### src/rtl/ir_dram_loader.sv
// Diagnostic sequencer for the 512x15 IR dispatch RAM: stages a word from
// EBUS load functions, writes it with generated parity, and reads words back.
module ir_dram_loader #(
  parameter int unsigned DRAM_WIDTH     = 15,
  parameter int unsigned DRAM_ADDR_BITS = 9,
  parameter int unsigned READ_LATENCY   = 1
) (
  input  logic                      clk,
  input  logic                      reset,
  input  logic                      ebox_run,
  input  logic                      func_valid,
  input  logic [2:0]                func,
  input  logic [5:0]                data,
  output logic [DRAM_ADDR_BITS-1:0] dram_addr,
  output logic [DRAM_WIDTH-1:0]     dram_din,
  output logic                      dram_we,
  input  logic [DRAM_WIDTH-1:0]     dram_dout,
  output logic                      busy,
  output logic                      done,
  output logic [DRAM_WIDTH-1:0]     rd_word,
  output logic                      verify_err,
  output logic                      par_err,
  output logic                      reject
);

  localparam int unsigned CNT_W = 2;

  localparam logic [2:0] F_ADR_HI = 3'd0;
  localparam logic [2:0] F_ADR_LO = 3'd1;
  localparam logic [2:0] F_AB     = 3'd2;
  localparam logic [2:0] F_JHI    = 3'd3;
  localparam logic [2:0] F_JLO    = 3'd4;
  localparam logic [2:0] F_READ   = 3'd5;
  localparam logic [2:0] F_CLR    = 3'd6;
  localparam logic [2:0] F_MODE   = 3'd7;

  typedef enum logic [2:0] {
    S_IDLE  = 3'd0,
    S_WR    = 3'd1,
    S_RDW   = 3'd2,
    S_CHECK = 3'd3,
    S_DONE  = 3'd4
  } state_e;

  state_e                    state_q, state_d;
  logic [CNT_W-1:0]          cnt_q, cnt_d;
  logic [DRAM_ADDR_BITS-1:0] adr_q, adr_d;
  logic [5:0]                ab_q, ab_d;
  logic [3:0]                jhi_q, jhi_d;
  logic [3:0]                jlo_q, jlo_d;
  logic                      autoinc_q, autoinc_d;
  logic                      verify_q, verify_d;
  logic                      chk_vfy_q, chk_vfy_d;
  logic [DRAM_WIDTH-1:0]     din_q, din_d;
  logic [DRAM_WIDTH-1:0]     rd_word_q, rd_word_d;
  logic                      we_q, we_d;
  logic                      busy_q, busy_d;
  logic                      done_q, done_d;
  logic                      verr_q, verr_d;
  logic                      perr_q, perr_d;
  logic                      rej_q, rej_d;
  logic                      accept;

  // Command decode, sequencing and sticky status
  always_comb begin
    state_d   = state_q;
    cnt_d     = cnt_q;
    adr_d     = adr_q;
    ab_d      = ab_q;
    jhi_d     = jhi_q;
    jlo_d     = jlo_q;
    autoinc_d = autoinc_q;
    verify_d  = verify_q;
    chk_vfy_d = chk_vfy_q;
    din_d     = din_q;
    rd_word_d = rd_word_q;
    verr_d    = verr_q;
    perr_d    = perr_q;
    rej_d     = rej_q;
    accept    = func_valid && (state_q == S_IDLE) && !ebox_run;

    if (func_valid && !accept) rej_d = 1'b1;

    case (state_q)
      S_IDLE: begin
        if (accept) begin
          case (func)
            F_ADR_HI: adr_d[DRAM_ADDR_BITS-1 -: 3] = data[2:0];
            F_ADR_LO: adr_d[5:0] = data;
            F_AB:     ab_d = data;
            F_JHI:    jhi_d = data[3:0];
            F_JLO: begin
              jlo_d   = data[3:0];
              state_d = S_WR;
            end
            F_READ: begin
              state_d   = S_RDW;
              cnt_d     = '0;
              chk_vfy_d = 1'b0;
            end
            F_CLR: begin
              verr_d = 1'b0;
              perr_d = 1'b0;
              rej_d  = 1'b0;
            end
            F_MODE: begin
              autoinc_d = data[0];
              verify_d  = data[1];
            end
            default: ;
          endcase
          if (func == F_AB || func == F_JHI || func == F_JLO)
            din_d = {ab_d, ~^{ab_d, jhi_d, jlo_d}, jhi_d, jlo_d};
        end
      end
      S_WR: begin
        if (verify_q) begin
          state_d   = S_RDW;
          cnt_d     = '0;
          chk_vfy_d = 1'b1;
        end else begin
          state_d = S_DONE;
        end
      end
      S_RDW: begin
        if (cnt_q == CNT_W'(READ_LATENCY - 1)) state_d = S_CHECK;
        else cnt_d = cnt_q + CNT_W'(1);
      end
      S_CHECK: begin
        rd_word_d = dram_dout;
        if (!(^dram_dout)) perr_d = 1'b1;
        if (chk_vfy_q && (dram_dout != din_q)) verr_d = 1'b1;
        if (autoinc_q) adr_d = adr_q + DRAM_ADDR_BITS'(1);
        state_d = S_IDLE;
      end
      S_DONE: begin
        if (autoinc_q) adr_d = adr_q + DRAM_ADDR_BITS'(1);
        state_d = S_IDLE;
      end
      default: state_d = S_IDLE;
    endcase

    // Strobes are decoded from the next state so they line up with it
    we_d   = (state_d == S_WR);
    busy_d = (state_d != S_IDLE);
    done_d = (state_d == S_CHECK) || (state_d == S_DONE);
  end

  always_ff @(posedge clk) begin
    if (reset) begin
      state_q   <= S_IDLE;
      cnt_q     <= '0;
      adr_q     <= '0;
      ab_q      <= '0;
      jhi_q     <= '0;
      jlo_q     <= '0;
      autoinc_q <= 1'b0;
      verify_q  <= 1'b0;
      chk_vfy_q <= 1'b0;
      din_q     <= '0;
      rd_word_q <= '0;
      we_q      <= 1'b0;
      busy_q    <= 1'b0;
      done_q    <= 1'b0;
      verr_q    <= 1'b0;
      perr_q    <= 1'b0;
      rej_q     <= 1'b0;
    end else begin
      state_q   <= state_d;
      cnt_q     <= cnt_d;
      adr_q     <= adr_d;
      ab_q      <= ab_d;
      jhi_q     <= jhi_d;
      jlo_q     <= jlo_d;
      autoinc_q <= autoinc_d;
      verify_q  <= verify_d;
      chk_vfy_q <= chk_vfy_d;
      din_q     <= din_d;
      rd_word_q <= rd_word_d;
      we_q      <= we_d;
      busy_q    <= busy_d;
      done_q    <= done_d;
      verr_q    <= verr_d;
      perr_q    <= perr_d;
      rej_q     <= rej_d;
    end
  end

  assign dram_addr  = adr_q;
  assign dram_din   = din_q;
  assign dram_we    = we_q;
  assign busy       = busy_q;
  assign done       = done_q;
  assign rd_word    = rd_word_q;
  assign verify_err = verr_q;
  assign par_err    = perr_q;
  assign reject     = rej_q;

endmodule

### config.mk
export PLATFORM = sky130hd
export DESIGN_NAME = ir_dram_loader
export DESIGN_NICKNAME = d
export VERILOG_FILES = /design/src/rtl/ir_dram_loader.sv
export SDC_FILE = /design/constraint.sdc
export NUM_CORES = 1
export LEC_CHECK = 0
export ABC_AREA = 1
export CAP_MARGIN = 20
export CORE_ASPECT_RATIO = 0.8
export CORE_MARGIN = 1
export CORE_UTILIZATION = 56
export DETAILED_ROUTE_END_ITERATION = 10
export PLACE_DENSITY = 0.86
export SYNTH_ARGS = -nofsm -noshare
export SYNTH_HDL_FRONTEND = slang
export SYNTH_SLANG_ARGS = --single-unit
### constraint.sdc
create_clock -name clk -period 5.6 [get_ports clk]
set_input_delay 1.68 -clock clk [delete_from_list [all_inputs] [get_ports clk]]
set_output_delay 1.68 -clock clk [all_outputs]
set_load 0.005 [all_outputs]
# Word level (Yosys, flattened, before mapping)
# Index checks and enable logic that the tools add are counted.
dict set report totals {
  register_bits 67
  latch_bits 0
  ramBits 0
  romBits 0
  input_bits 28
  out_inout_bits 45
  elab_cells 112
  mem_count 0
}
dict set report op_classes {
  addsub 2
  n_mul 0
  div_mod_pow 0
  magnitude_cmp 0
  eq_ne 25
  shift 0
  muxes 38
  bitwise_logic 0
  n_reduce_logical 29
}
# op count
set op_table {}
lappend op_table {{$mux W4} 6}
lappend op_table {{$mux W6} 4}
lappend op_table {{$reduce_and A4 Y1} 5}
lappend op_table {{$eq A3 B3 Y1 const B} 6}
lappend op_table {{$mux W9} 2}
lappend op_table {{$pmux W9 S2} 1}
lappend op_table {{$eq A3 B2 Y1 const B} 5}
lappend op_table {{$ne A15 B15 Y1} 1}
lappend op_table {{$reduce_xor A15 Y1} 1}
lappend op_table {{$reduce_xnor A14 Y1} 1}
lappend op_table {{$mux W3} 4}
lappend op_table {{$mux W1} 11}
lappend op_table {{$ne A2 B1 Y1 const B} 5}
lappend op_table {{$ne A2 B2 Y1 const B} 5}
lappend op_table {{$add A9 B1 Y9 const B} 1}
lappend op_table {{$eq A3 B1 Y1 const B} 3}
lappend op_table {{$pmux W3 S3} 1}
lappend op_table {{$mux W2} 4}
lappend op_table {{$logic_not A3 Y1} 2}
lappend op_table {{$pmux W1 S2} 3}
lappend op_table {{$pmux W2 S3} 1}
lappend op_table {{$pmux W3 S2} 1}
lappend op_table {{$reduce_and A3 Y1} 2}
lappend op_table {{$reduce_bool A2 Y1} 3}
lappend op_table {{other kinds (9)} 16}

# Longest topological paths before layout
dict set report logic_depth {
  depth_word 9
  ltp_mapped 16
  mapped_depth_nobuf 15
}

# Worst setup path before layout
# No wires, ideal clock.
dict set report synth_path {
  path_kind {input to register}
  from {in func[0]}
  to {reg din_q[8], in the netlist dram_din[8]}
  setup_time_ns 0.122
  t_arrival_ns 2.819
  t_required_ns 5.478
  setup_slack_ns 2.659
  cell_stages 14
  cell_sequence {buf_6 inv_2 nand3_4 buf_6 o21ai_0 nand2_1 nand2_1 nand2_1 nand2_1 nand2_1 nand2_1 nand2_1 nand2_1 a21oi_2}
}
dict set report synth_via {
  elab_chain_len 5
  elab_cells_between_ends 16
}
# element line_no
set synth_lines {}
lappend synth_lines {{start: declaration} 12} ;# input logic [2:0] func,
lappend synth_lines {{$eq A3 B3 Y1 / $eq A3 B2 Y1 (equally long branches)} {87, 112}}
lappend synth_lines {{$mux W4 / $mux W6 (equally long branches)} 87} ;# case (func)
lappend synth_lines {{$mux W4 / $mux W6 (equally long branches)} 86} ;# if (accept) begin
lappend synth_lines {{$mux W4 / $mux W6 (equally long branches)} 84} ;# case (state_q)
lappend synth_lines {{$reduce_xnor A14 Y1} 113} ;# din_d = {ab_d, ~^{ab_d, jhi_d, jlo_d}, jhi_d, jlo_d};
lappend synth_lines {{end signal: assignment} 178} ;# din_q <= din_d;
lappend synth_lines {{end: declaration} 54} ;# logic [DRAM_WIDTH-1:0] din_q, din_d;
# Several ways; a longest one is shown, not always the timed one. The select of a mux whose other input is x is not followed.
# A chain may end at the register's enable or synchronous reset.

# Worst setup path after layout
dict set report layout_path {
  from {in func[2]}
  to {reg din_q[8], in the netlist dram_din[8]}
}
# Same word-level chain as after synthesis.

==> qor.csv <==
stage;metric;value;unit
run_status;status;complete, no violations;
drt;avgRoutedWirePerCell;13.9;um
drt;vias;3792;
logic_synthesis;syn-num-nets;568;
place;placed_cell_area;0.00436;mm2
clocking;cts_tree;built;
setup_path;rr_startpoint;state_q[2];
logic_synthesis;syn-cell-area;0.00363;mm2
logic_synthesis;synth_cell_type_count;29;
logic_synthesis;synthSimpleGateAreaFrac;27.8;%
sta;finalMaxSlewViolations;0;
sta;timing.fmax;268;MHz
cells_and_area;final_common_cell;nand2_1;
logic_synthesis;synth_top_family_by_area;simple AND/OR/NAND/NOR gates;
sta;hold_violations;0;
logic_synthesis;netlist_instances;538;
setup_path;crit_start;func[2];
setup_path;path_cells;clkdlybuf4s50_1 -> inv_2 -> nand3_4 -> o21ai_0 -> nand2_1 -> nand2_1 -> nand2_1 -> nand2_1 -> nand2_1 -> nand2_1 -> nand2_1 -> nand2_1 -> a21oi_2;
die;fp.dieH;74.1;um
clocking;post_cts_resize_count;0;
drt;vias_per_cell;5.50;
cells_and_area;final_nets;633;
grt;grt_util_all_layers;28.8;%
power;leakage;1.96;nW
cells_and_area;finish.utilization;75.4;%
setup_path;start_kind;primary input;
power;p_per_area;255;mW/mm2
clocking;clk_path_buf_depth;2;
place;hpwlAfterDp;6.96;mm
logic_synthesis;synth_compound_area_share;17.9;%
logic_synthesis;ys_seq_elements;67;
cells_and_area;drive_above_1_share;5.43;%
sta;tns;0;ns
setup_path;end_kind;register;
grt;grt_overflow;0;
logic_synthesis;synth_edf_count;0;
place;place_ws;1.60;ns
logic_synthesis;synth_adder_area_share;0.688;%
clocking;insertion_delay;0.36;ns
place;globalplace.congestion;0.904;
sta;rsz0062_at_grt;no;
setup_path;max_stage_delay;0.68;ns
grt;grt_pass1_vias;3377;
cells_and_area;final-seq-area;0.00134;mm2
clocking;post_cts_buffers;0;
power;irDropWorstVdd;188;uV
setup_path;slowest_stage;clkdlybuf4s50_1;
drt;drt_pass1_iterations;5;
logic_synthesis;synth_xor_area_share;7.95;%
die;dieArea;0.00682;mm2
clocking;hold_buffers;0;
place;dp_cells;673;
die;die_w;92.1;um
cells_and_area;mostFrequentLayoutCells;nand2_1 (147), clkdlybuf4s50_1 (72), dfxtp_1 (67);
cells_and_area;multi_input_area;0.00197;mm2
logic_synthesis;ys_seq_area_share;36.9;%
clocking;htreeDepth;3;
clocking;cts-buffers-inserted;9;
sta;finalClockSkew;0.0114;ns
cells_and_area;fin_cells;689;
sta;min_period;3.73;ns
grt;grt_antenna_before_repair;0;
setup_path;path_max_fanout;17;
logic_synthesis;ys.flop_type;dfxtp_1;
drt;route.detailed.drc;0;
cells_and_area;diodes;0;
grt;grt_pass1_wl;15.5;mm
die;core.rowCount;25;
die;core_area;0.00607;mm2
die;start_util;59.9;%
setup_path;crit_type;primary input to register;
job;cap_violations;0;
sta;relSlewSlack;37.3;%
sta;setup_violations;0;
clocking;cts.clk_slew.worst_paths;0.07;ns
place;port_buffers;72;
sta;finalCritPeriodShare;66.6;%
hold_path;min_path_type;register to register;
logic_synthesis;avgSynthCellArea;6.76;um2
logic_synthesis;synthMuxAreaShare;0;%
die;io_pins;73;
clocking;cts.sinks;67;
cells_and_area;syn_to_final_growth;25.9;%
hold_path;hp-start;cnt_q[1];
setup_path;cp.required;5.83;ns
sta;worstMarginPinSlew;0.938;ns
cells_and_area;nFillCells;479;
sta;setup_ws;1.87;ns
clocking;ctsRootBufferMaster;clkbuf_8;
drt;drt-total-wl;9.55;mm
drt;drt_iter0_markers;251;
logic_synthesis;yosysWarnings;0;
drt;ant_nets;0;
setup_path;arrival;3.96;ns
setup_path;cp_common_cell;nand2_1;
grt;grt_max_degree;45;
logic_synthesis;async_flop_share;0;%
cells_and_area;final_area;0.00458;mm2
## metal layers
| layer | share of wire [%] | global-route usage (%) | vias up | wire length (um) |
|---|---|---|---|---|
| met4 | 0.92 | 7.29 | 0 | 88 |
| met1 | 46 | 37.9 | 1735 | 4420 |
| li1 | - | - | 1879 | - |
| met2 | 46 | 48.5 | 165 | 4380 |
| met3 | 6.9 | 6.75 | 13 | 661 |
| met5 | 0 | 0 | - | 0 |
## synthesized netlist by cell type, types with 6 or more instances
| library cell | n | area share (%) |
|---|---|---|
| inv_1 | 48 | 5.0 |
| clkbuf_1 | 12 | 1.2 |
| nand4_1 | 6 | 1.0 |
| nand2_1 | 147 | 15 |
| a21oi_1 | 39 | 5.4 |
| nand3_1 | 20 | 2.8 |
| xnor2_1 | 20 | 4.8 |
| o21ai_0 | 62 | 8.5 |
| inv_2 | 6 | 0.62 |
| nor2_1 | 52 | 5.4 |
| a211oi_1 | 12 | 2.5 |
| dfxtp_1 | 67 | 37 |
| xor2_1 | 13 | 3.1 |
## layout make-up
cell class / instances / area share, %
clock buffers: 10 / 2.79
inverters: 55 / 4.51
repair buffers: 74 / 16.1
well taps: 81 / 2.21
flip-flops and latches: 67 / 29.3
multi-input cells: 396 / 43.2
clock inverters: 6 / 1.94
## report_power, final
group          leakage [nW]  internal [mW]  switching [mW]
Clock                 0.103          0.252           0.196
Combinational          1.31         0.0878           0.123
Sequential            0.545          0.494          0.0144
## critical path, delay by kind of cell
kind / cells / cell delay [ns]
compound gates: 2 / 0.51
simple gates: 9 / 0.77
buf+inv: 2 / 1.01
## kinds of logic after synthesis
family,Yosys count
DFF,67
buffers and inverters,75
adders and majority gates,2
and+or+nand+nor,240
AOI/OAI and AO/OA,121
xor gates and xnor gates,33
## metrics by stage
stage                     hold WS, ns  power, mW
after global routing            0.502       1.22
after floorplan                 0.440      0.654
after detailed placement        0.463      0.725
after global placement          0.447      0.718
final                           0.479       1.17
after CTS                       0.476       1.17
## sequential cells by signal, summed over array words and instances (netlist names)
signal,count
state_q,3
chk_vfy_q,1
autoinc_q,1
par_err,1
reject,1
dram_we,1
jhi_q,4
dram_addr,9
verify_q,1
jlo_q,4
verify_err,1
busy,1
cnt_q,2
rd_word,15
done,1
ab_q,6
dram_din,15
## final timing paths
check                                   end  cells after the start  slack, ns
worst max-delay path            dram_din[8]                     13       1.87
worst min-delay path               cnt_q[1]                      2       0.48
worst max register to register  dram_din[2]                      9       3.15
worst min register to register     cnt_q[1]                      2       0.48
(Power assumes the default switching activity.)
